### src/rtl/fib_reverse_walker.sv
// ============================================================================
// Module   : fib_reverse_walker
// Brief    : Walks a consecutive Fibonacci pair (F(n), F(n+1)) back to (0, 1)
//            by subtraction and reports n, or flags the pair as invalid.
//            Optional macro FIB_STEP_LIMIT_EN bounds the walk to MAX_STEPS.
// Revision : 1.0 - initial release
// ============================================================================
`default_nettype none

module fib_reverse_walker #(
    parameter int WIDTH     = 4,
    parameter int IDX_W     = 4,
    parameter int MAX_STEPS = 15
) (
    input  logic             clk,
    input  logic             rst,
    input  logic             start,
    input  logic [WIDTH-1:0] term_lo,
    input  logic [WIDTH-1:0] term_hi,
    output logic             busy,
    output logic             step_valid,
    output logic [WIDTH-1:0] term_out,
    output logic             done,
    output logic             error,
    output logic [IDX_W-1:0] index
);

    typedef enum logic [0:0] {
        ST_IDLE = 1'b0,
        ST_WALK = 1'b1
    } state_t;

    state_t           r_state, w_state_nxt;
    logic [WIDTH-1:0] r_a, r_b, w_a_nxt, w_b_nxt;
    logic [WIDTH-1:0] r_term_out, w_term_out_nxt;
    logic [IDX_W-1:0] r_index, w_index_nxt;
    logic             r_busy, w_busy_nxt;
    logic             r_step_valid, w_step_valid_nxt;
    logic             r_done, w_done_nxt;
    logic             r_error, w_error_nxt;
    logic [WIDTH-1:0] w_diff;
    logic             w_borrow;

    // A MAX_STEPS at or above 2**IDX_W could never be matched by the counter.
    if (MAX_STEPS >= (1 << IDX_W)) begin : g_max_steps_range_check
        $error("fib_reverse_walker: MAX_STEPS must be less than 2**IDX_W");
    end

`ifdef FIB_STEP_LIMIT_EN
    localparam logic [IDX_W-1:0] c_max_steps = IDX_W'(MAX_STEPS);
`endif

    assign w_diff   = r_b - r_a;
    assign w_borrow = (r_b < r_a);

    always_comb begin
        w_state_nxt      = r_state;
        w_a_nxt          = r_a;
        w_b_nxt          = r_b;
        w_term_out_nxt   = r_term_out;
        w_index_nxt      = r_index;
        w_busy_nxt       = r_busy;
        w_step_valid_nxt = 1'b0;
        w_done_nxt       = 1'b0;
        w_error_nxt      = 1'b0;

        case (r_state)
            ST_IDLE: begin
                if (start) begin
                    w_a_nxt     = term_lo;
                    w_b_nxt     = term_hi;
                    w_index_nxt = '0;
                    w_busy_nxt  = 1'b1;
                    w_state_nxt = ST_WALK;
                end
            end
            ST_WALK: begin
                if (r_a == '0 && r_b == WIDTH'(1)) begin
                    w_done_nxt  = 1'b1;
                    w_busy_nxt  = 1'b0;
                    w_state_nxt = ST_IDLE;
                end else if (r_a == '0 || w_borrow) begin
                    w_error_nxt = 1'b1;
                    w_busy_nxt  = 1'b0;
                    w_state_nxt = ST_IDLE;
`ifdef FIB_STEP_LIMIT_EN
                end else if (r_index == c_max_steps) begin
                    w_error_nxt = 1'b1;
                    w_busy_nxt  = 1'b0;
                    w_state_nxt = ST_IDLE;
`endif
                end else begin
                    // Inverse of the generator's add: (a, b) -> (b - a, a).
                    w_a_nxt          = w_diff;
                    w_b_nxt          = r_a;
                    w_index_nxt      = r_index + IDX_W'(1);
                    w_term_out_nxt   = w_diff;
                    w_step_valid_nxt = 1'b1;
                end
            end
            default: begin
                w_busy_nxt  = 1'b0;
                w_state_nxt = ST_IDLE;
            end
        endcase
    end

    always_ff @(posedge clk) begin
        if (rst) begin
            r_state      <= ST_IDLE;
            r_a          <= '0;
            r_b          <= '0;
            r_term_out   <= '0;
            r_index      <= '0;
            r_busy       <= 1'b0;
            r_step_valid <= 1'b0;
            r_done       <= 1'b0;
            r_error      <= 1'b0;
        end else begin
            r_state      <= w_state_nxt;
            r_a          <= w_a_nxt;
            r_b          <= w_b_nxt;
            r_term_out   <= w_term_out_nxt;
            r_index      <= w_index_nxt;
            r_busy       <= w_busy_nxt;
            r_step_valid <= w_step_valid_nxt;
            r_done       <= w_done_nxt;
            r_error      <= w_error_nxt;
        end
    end

    assign busy       = r_busy;
    assign step_valid = r_step_valid;
    assign term_out   = r_term_out;
    assign done       = r_done;
    assign error      = r_error;
    assign index      = r_index;

endmodule

`default_nettype wire

### config.mk
export PLATFORM = sky130hd
export DESIGN_NAME = fib_reverse_walker
export DESIGN_NICKNAME = d
export VERILOG_FILES = /design/src/rtl/fib_reverse_walker.sv
export SDC_FILE = /design/constraint.sdc
export NUM_CORES = 1
export LEC_CHECK = 0
export BUFFER_PORTS_ARGS = -buffer_cell sky130_fd_sc_hd__buf_2
export CAP_MARGIN = 10
export CORE_AREA = 2 2 51 53
export DETAILED_ROUTE_END_ITERATION = 12
export DIE_AREA = 0 0 53 55
export PLACE_DENSITY = 0.76
export SLEW_MARGIN = 20
export SYNTH_ARGS = -nofsm -noshare
export SYNTH_HDL_FRONTEND = slang
export SYNTH_SLANG_ARGS = --single-unit
### constraint.sdc
create_clock -name clk -period 1.83 [get_ports clk]
set_input_delay 0.366 -clock clk [delete_from_list [all_inputs] [get_ports clk]]
set_output_delay 0.366 -clock clk [all_outputs]
set_load 0.005 [all_outputs]
==> results of run 1 <==
-- state kept, by name (all words and copies together) (netlist names) --
register,cells
term_out,4
done,1
index,4
step_valid,1
r_b,4
r_state,1
r_a,4
busy,1
error,1
-- routing by layer --
| metal | GRT usage, % | wire length [um] | vias to the layer above |
|---|---|---|---|
| li1 | - | - | 489 |
| met1 | 23.2 | 1240 | 458 |
| met2 | 32.1 | 1360 | 33 |
| met3 | 4.57 | 124 | 11 |
| met4 | 9.40 | 82 | 0 |
| met5 | 0 | 0 | - |
-- critical path, cell delays in order (launching register included) --
cell,delay [ps]
dfxtp_2,360
inv_2,50
ha_4,160
inv_2,70
fa_2,230
nand3_4,100
a211oi_4,330
buf_6,160
nor3_1,50
a211oi_1,210
-- timing repair --
action,4_1_cts,5_1_grt
cloned,0,1
setup endpoints to repair,10,17
pin swaps,3,9
gates resized for setup,6,16
buffers inserted,1,1
-- cell families (layout without fill, tap and decap cells) --
group | after synthesis | in the layout | share of synthesized area [%]
fa+ha+maj | 6 | 6 | 7.66
compound gates | 32 | 32 | 21.1
flops | 21 | 21 | 39.0
simple gates | 39 | 39 | 20.7
xor+xnor | 1 | 1 | 0.812
buf+inv | 13 | 45 | 6.15
mux | 5 | 5 | 4.64
-- worst max path at each step --
stage / slack [ps] / cells past startpoint / end
3_5_place_dp: -40 / 9 / r_a[0]
4_1_cts: 3 / 9 / r_a[2]
2_1_floorplan: 50 / 8 / r_b[3]
6_report: 8 / 9 / r_b[0]
3_3_place_gp: 90 / 9 / index[1]
5_1_grt: -70 / 9 / r_b[1]
-- report_power, final --
| part | switching (mW) | internal, mW |
|---|---|---|
| clock | 0.156 | 0.0820 |
| sequential | 0.0342 | 0.502 |
| combinational | 0.290 | 0.237 |
-- cells in the mapped netlist (2+ instances only) --
master	n	area, sq um
nor2_1	8	30.0
clkbuf_1	2	7.51
inv_1	5	18.8
a211oi_2	2	25.0
buf_6	2	22.5
a211oi_1	9	67.6
nor3_1	5	25.0
nor2b_1	2	12.5
o31ai_1	2	15.0
ha_1	5	62.6
nand3_1	3	15.0
a31oi_1	3	18.8
o21ai_0	3	15.0
mux2i_1	5	50.1
a21oi_1	8	40.0
nand4b_1	3	26.3
buf_2	2	10.0
dfxtp_1	21	420
a21o_1	3	22.5
nand2_1	10	37.5
-- layout make-up --
class                      count  area share (%)
clock buffer                   3            1.62
clock inverter                 1           0.359
inverter                       6            1.62
multi-input combinational     83            47.7
sequential                    21            30.3
tap                           30            2.70
timing repair buffer          35            15.7
-- through the flow --
step	hold WS [ps]	std cells
floorplan	453	117
global placement	445	172
finish	369	179
global route	397	179
detailed placement	449	172
CTS	362	177
==> results_dict.tcl, run 1 <==
set metrics [dict create \
    run_status "finished, final reports clean" \
    worst-setup-path-type "flop to flop" \
    via_per_inst 5.54 \
    synth.yosys.warnings 0 \
    cts_made_buffers 3 \
    power.ir.vdd_worst_mv 0.552 \
    synth_instances 117 \
    min-delay-path-class "input port to flop" \
    drt-total-wl_um 2810 \
    critical_path_required_ps 2070 \
    leakagePower_nw 0.576 \
    grt_overflow 0 \
    timing.critical_path.fanout_max 5 \
    hold_buffer_count_at_cts 0 \
    area_of_the_multi_input_gates_sq_um 664 \
    clock_tree.buffer_depth 2 \
    syn_area_sq_mm 0.00108 \
    max-cap-violations 0 \
    worst_slew_pin_slew_ps 713 \
    i_o_buffers 22 \
    clock_tree.htree_level_count 1 \
    fin_setup_tns_ps 0 \
    layout.core_utilization_pct 58.9 \
    synth_enable_flop_cells 0 \
    ys_seq_elements 21 \
    crit_path_start "r_b[0]" \
    first_global_vias 900 \
    synthDistinctLibCells 34 \
    ff_latch_area_sq_um 422 \
    n_antenna_cell 0 \
    power_mw 1.30 \
    maximum_clock_skew_at_final_layout_ps 3.42 \
    fin_nets 167 \
    critical_path.reg2reg.startpoint "r_b[0]" \
    most_used_cells_in_the_layout_excluding_fill_and_tap_cells "buf_2, dfxtp_1, nand2_1, buf_4, nor2_1" \
    ys_async_sr_fraction_pct 0 \
    fin_crit_ps 1820 \
    drt_iter0_drc 31 \
    clock_tree_from_tritoncts "yes" \
    fin_crit_sh_pct 99.5 \
    grt_start_max_net_pins 23 \
    place.detailed.hpwl_um 1840 \
    synth_sequential_area_ratio_pct 39.0 \
    cts_root_buffer "clkbuf_4" \
    chipHeight_um 55 \
    layout-drive-gt1-share_pct 39.6 \
    mostFrequentLayoutCell "buf_2" \
    top_level_ports 23 \
    ys_flop_type "dfxtp_1" \
    die_area_sq_mm 0.00292 \
    r2r-end "r_b[0]" \
    mappedNetlistNets 134 \
    num_vias 991 \
    area.growth.synth_to_final_pct 29.1 \
    maxSlewViolCount 0 \
    rows 18 \
    clock_insertion_delay_at_the_later_pin_of_the_skew_report_ps 320 \
    hold_path_startpoint "start" \
    regToRegSetupSlack_ps 8 \
    setup.worst_path.end_class "flop" \
    mean_instance_size_in_the_synthesized_netlist_sq_um 9.22 \
    grt_first_pass_wirelength_um 4000 \
    initial_antenna_violation_count 0 \
    detailedRoute.firstPassIterationCount 4 \
    route.detailed.wl_per_inst_um 15.7 \
    setup_violators_final 0 \
    grt_setup_unrepaired "yes" \
    cp_data_arrival_time_ps 2060 \
    clk_transition_reported_paths_ps 120 \
    fill_cells 218 \
    dpl_worst_slack_ps -39.4 \
    die_x_um 53 \
    r2r.worst_path.cells 9 \
    worst_slew_margin_pct 52.4 \
    start_util_pct 45.6 \
    core_sq_mm 0.00236 \
    endpoint_of_the_worst_hold_timing_path "index[2]" \
    start_kind "flop" \
    cts_num_sinks 21 \
    ant_nets 0 \
    route.detailed.drc 0 \
    fin_area_sq_mm 0.00139 \
    routabilityCongestion 0.831 \
    fmaxAchievable_mhz 549 \
    fin_ws_ps 8.29 \
    global_route.usage.total_pct 19.2 \
    power_per_cell_area_mw_per_mm2 934 \
    dpl-instance-area_sq_mm 0.00126 \
    worst_hold_path.num_cells 4 \
    finalHoldViolations 0 \
]
No activity file was read; power rests on OpenSTA's default activity.
==> run 2: changes to the inputs <==
Settings changed: SETUP_SLACK_MARGIN set to 0.05.
==> run 2 against run 1 <==
- sequential share of layout area decreased by 0.45 points
- register-to-register slack about the same
- global-route usage increased by 0.81 points
- design area increased by 1.8%
- cell count increased by 0.56%
- wire length increased by 1.5%
==> results_dict.tcl, run 2 (synthesis results as in run 1) <==
set metrics [dict create \
    p_comb_share_pct 41.6 \
    ant_nets 0 \
    n_antenna_cell 0 \
    maxSlewViolCount 0 \
    drt-total-wl_um 2850 \
    global_route.usage.total_pct 20.0 \
    internal_power_mw 0.833 \
    rows 18 \
    run_status "finished, final reports clean" \
    most_numerous_cell_on_the_critical_path "inv_2" \
    route.detailed.drc 0 \
    hold_path_startpoint "start" \
    via_per_inst 5.72 \
    final_cells 180 \
    leakagePower_nw 0.584 \
    initial_antenna_violation_count 0 \
    clock_tree_from_tritoncts "yes" \
    grt_overflow 0 \
    start_kind "flop" \
    i_o_buffers 22 \
    clock_insertion_delay_at_the_later_pin_of_the_skew_report_ps 320 \
    maximum_clock_skew_at_final_layout_ps 9.01 \
    core_sq_mm 0.00236 \
    worst_slew_margin_pct 54.3 \
    worst_slew_pin_slew_ps 684 \
    timing.critical_path.fanout_max 5 \
    place.detailed.instances 172 \
    crit_path_start "r_b[0]" \
    slowest_cell_on_the_critical_path "dfxtp_2" \
    cts_num_sinks 21 \
    drt_iter0_drc 28 \
    cp_slowest_stage_delay_ps 370 \
    hold_slack_ps 378 \
    most_used_cells_in_the_layout_excluding_fill_and_tap_cells "buf_2, dfxtp_1, buf_4" \
    fin_setup_tns_ps 0 \
    critical-path-top-delay-family "compound AO/OA/AOI/OAI gates" \
    critical_path.reg2reg.startpoint "r_b[0]" \
    power_per_cell_area_mw_per_mm2 927 \
    layout-drive-gt1-share_pct 41.3 \
    fin_nets 168 \
    start_util_pct 45.6 \
    power_mw 1.31 \
    route.detailed.wl_per_inst_um 15.8 \
    p_seq_share_pct 40.9 \
    die_area_sq_mm 0.00292 \
    share_clk_of_total_power_pct 17.5 \
    place.detailed.hpwl_um 1840 \
    routabilityCongestion 0.831 \
    hold_buffer_count_at_cts 0 \
    clock_tree.htree_level_count 1 \
    critical_path_required_ps 2070 \
    power.ir.vdd_worst_mv 0.577 \
    fin_crit_ps 1820 \
    chipHeight_um 55 \
    num_vias 1029 \
    top_level_ports 23 \
    grt_setup_unrepaired "yes" \
    cts_root_buffer "clkbuf_4" \
    cp_data_arrival_time_ps 2060 \
    worst-setup-path-type "flop to flop" \
    fin_crit_sh_pct 99.2 \
    cp_cell_sequence "inv_2 -> ha_4 -> inv_2 -> fa_2 -> nand3_4 -> a211oi_4 -> buf_4 -> nor2_1 -> a211oi_1" \
    finalHoldViolations 0 \
    cts_made_buffers 3 \
    grt_start_max_net_pins 23 \
    die_x_um 53 \
    dpl-instance-area_sq_mm 0.00126 \
    grt_first_pass_wirelength_um 4150 \
    detailedRoute.firstPassIterationCount 4 \
    setup_violators_final 0 \
    area.growth.synth_to_final_pct 31.4 \
    fin_area_sq_mm 0.00142 \
    setup.worst_path.end_class "flop" \
    max-cap-violations 0 \
    critical_path_buf_inv_count 3 \
    clock_tree.buffer_depth 2 \
    fmaxAchievable_mhz 551 \
    mostFrequentLayoutCell "buf_2" \
    power.net_switching_mw 0.481 \
    min-delay-path-class "input port to flop" \
    first_global_vias 928 \
    switching_power_as_a_share_of_total_power_pct 36.6 \
    clk_transition_reported_paths_ps 120 \
]
## run 2: changes by cell type in the layout (fill, tap and decap cells not counted), sizes merged
cell,previous run,this run
buf,35,36
## run 2: power by group through the flow
stage	combinational (mW)	sequential, mW	clock, mW
final	0.546	0.537	0.230
after global routing	0.598	0.541	0.255
after CTS	0.447	0.534	0.235
after detailed placement	0.412	0.540	0
after global placement	0.398	0.539	0
after floorplan	0.272	0.546	0
## run 2: final timing paths
kind,slack (ps),to,depth (start not counted)
hold / removal,380,index[2],4
hold reg to reg,470,term_out[1],2
setup / recovery,10,term_out[0],9
setup reg to reg,10,term_out[0],9
## run 2: cell type report
class	count	area (sq um)
multi-input cells	83	681
clock inverters	1	5.00
fillers	208	947
flip-flops and latches	21	423
repair buffers	36	226
well taps	30	37.5
clock buffers	3	22.5
inverters	6	22.5
## run 2: timing repair
item	4_1_cts	5_1_grt
endpoints found under the setup margin	17	16
buffers inserted	2	1
pin swaps	5	11
resized for setup	11	14
cloned	0	1
hold endpoints to repair	0	0
## run 2: worst reg2reg max path, delay by kind of cell, from the launching register on
family          cells  cell delay, ps
compound gates      2             540
fa+ha+maj           2             380
flops               1             370
buf+inv             3             300
simple gates        2             150
## run 2: metal layers
| metal | GRT usage (%) | up-vias | wire, um |
|---|---|---|---|
| li1 | - | 491 | - |
| met1 | 23.6 | 490 | 1160 |
| met2 | 33.5 | 36 | 1460 |
| met3 | 5.38 | 12 | 136 |
| met4 | 10.3 | 0 | 95 |
| met5 | 0 | - | 0 |
## run 2: stage by stage
stage          utilization [%]  setup slack (ps)
2_1_floorplan                -              51.2
3_3_place_gp              53.2              94.4
3_5_place_dp              53.2             -39.4
4_1_cts                   56.3              53.8
5_1_grt                   59.9              -101
6_report                  59.9              13.8
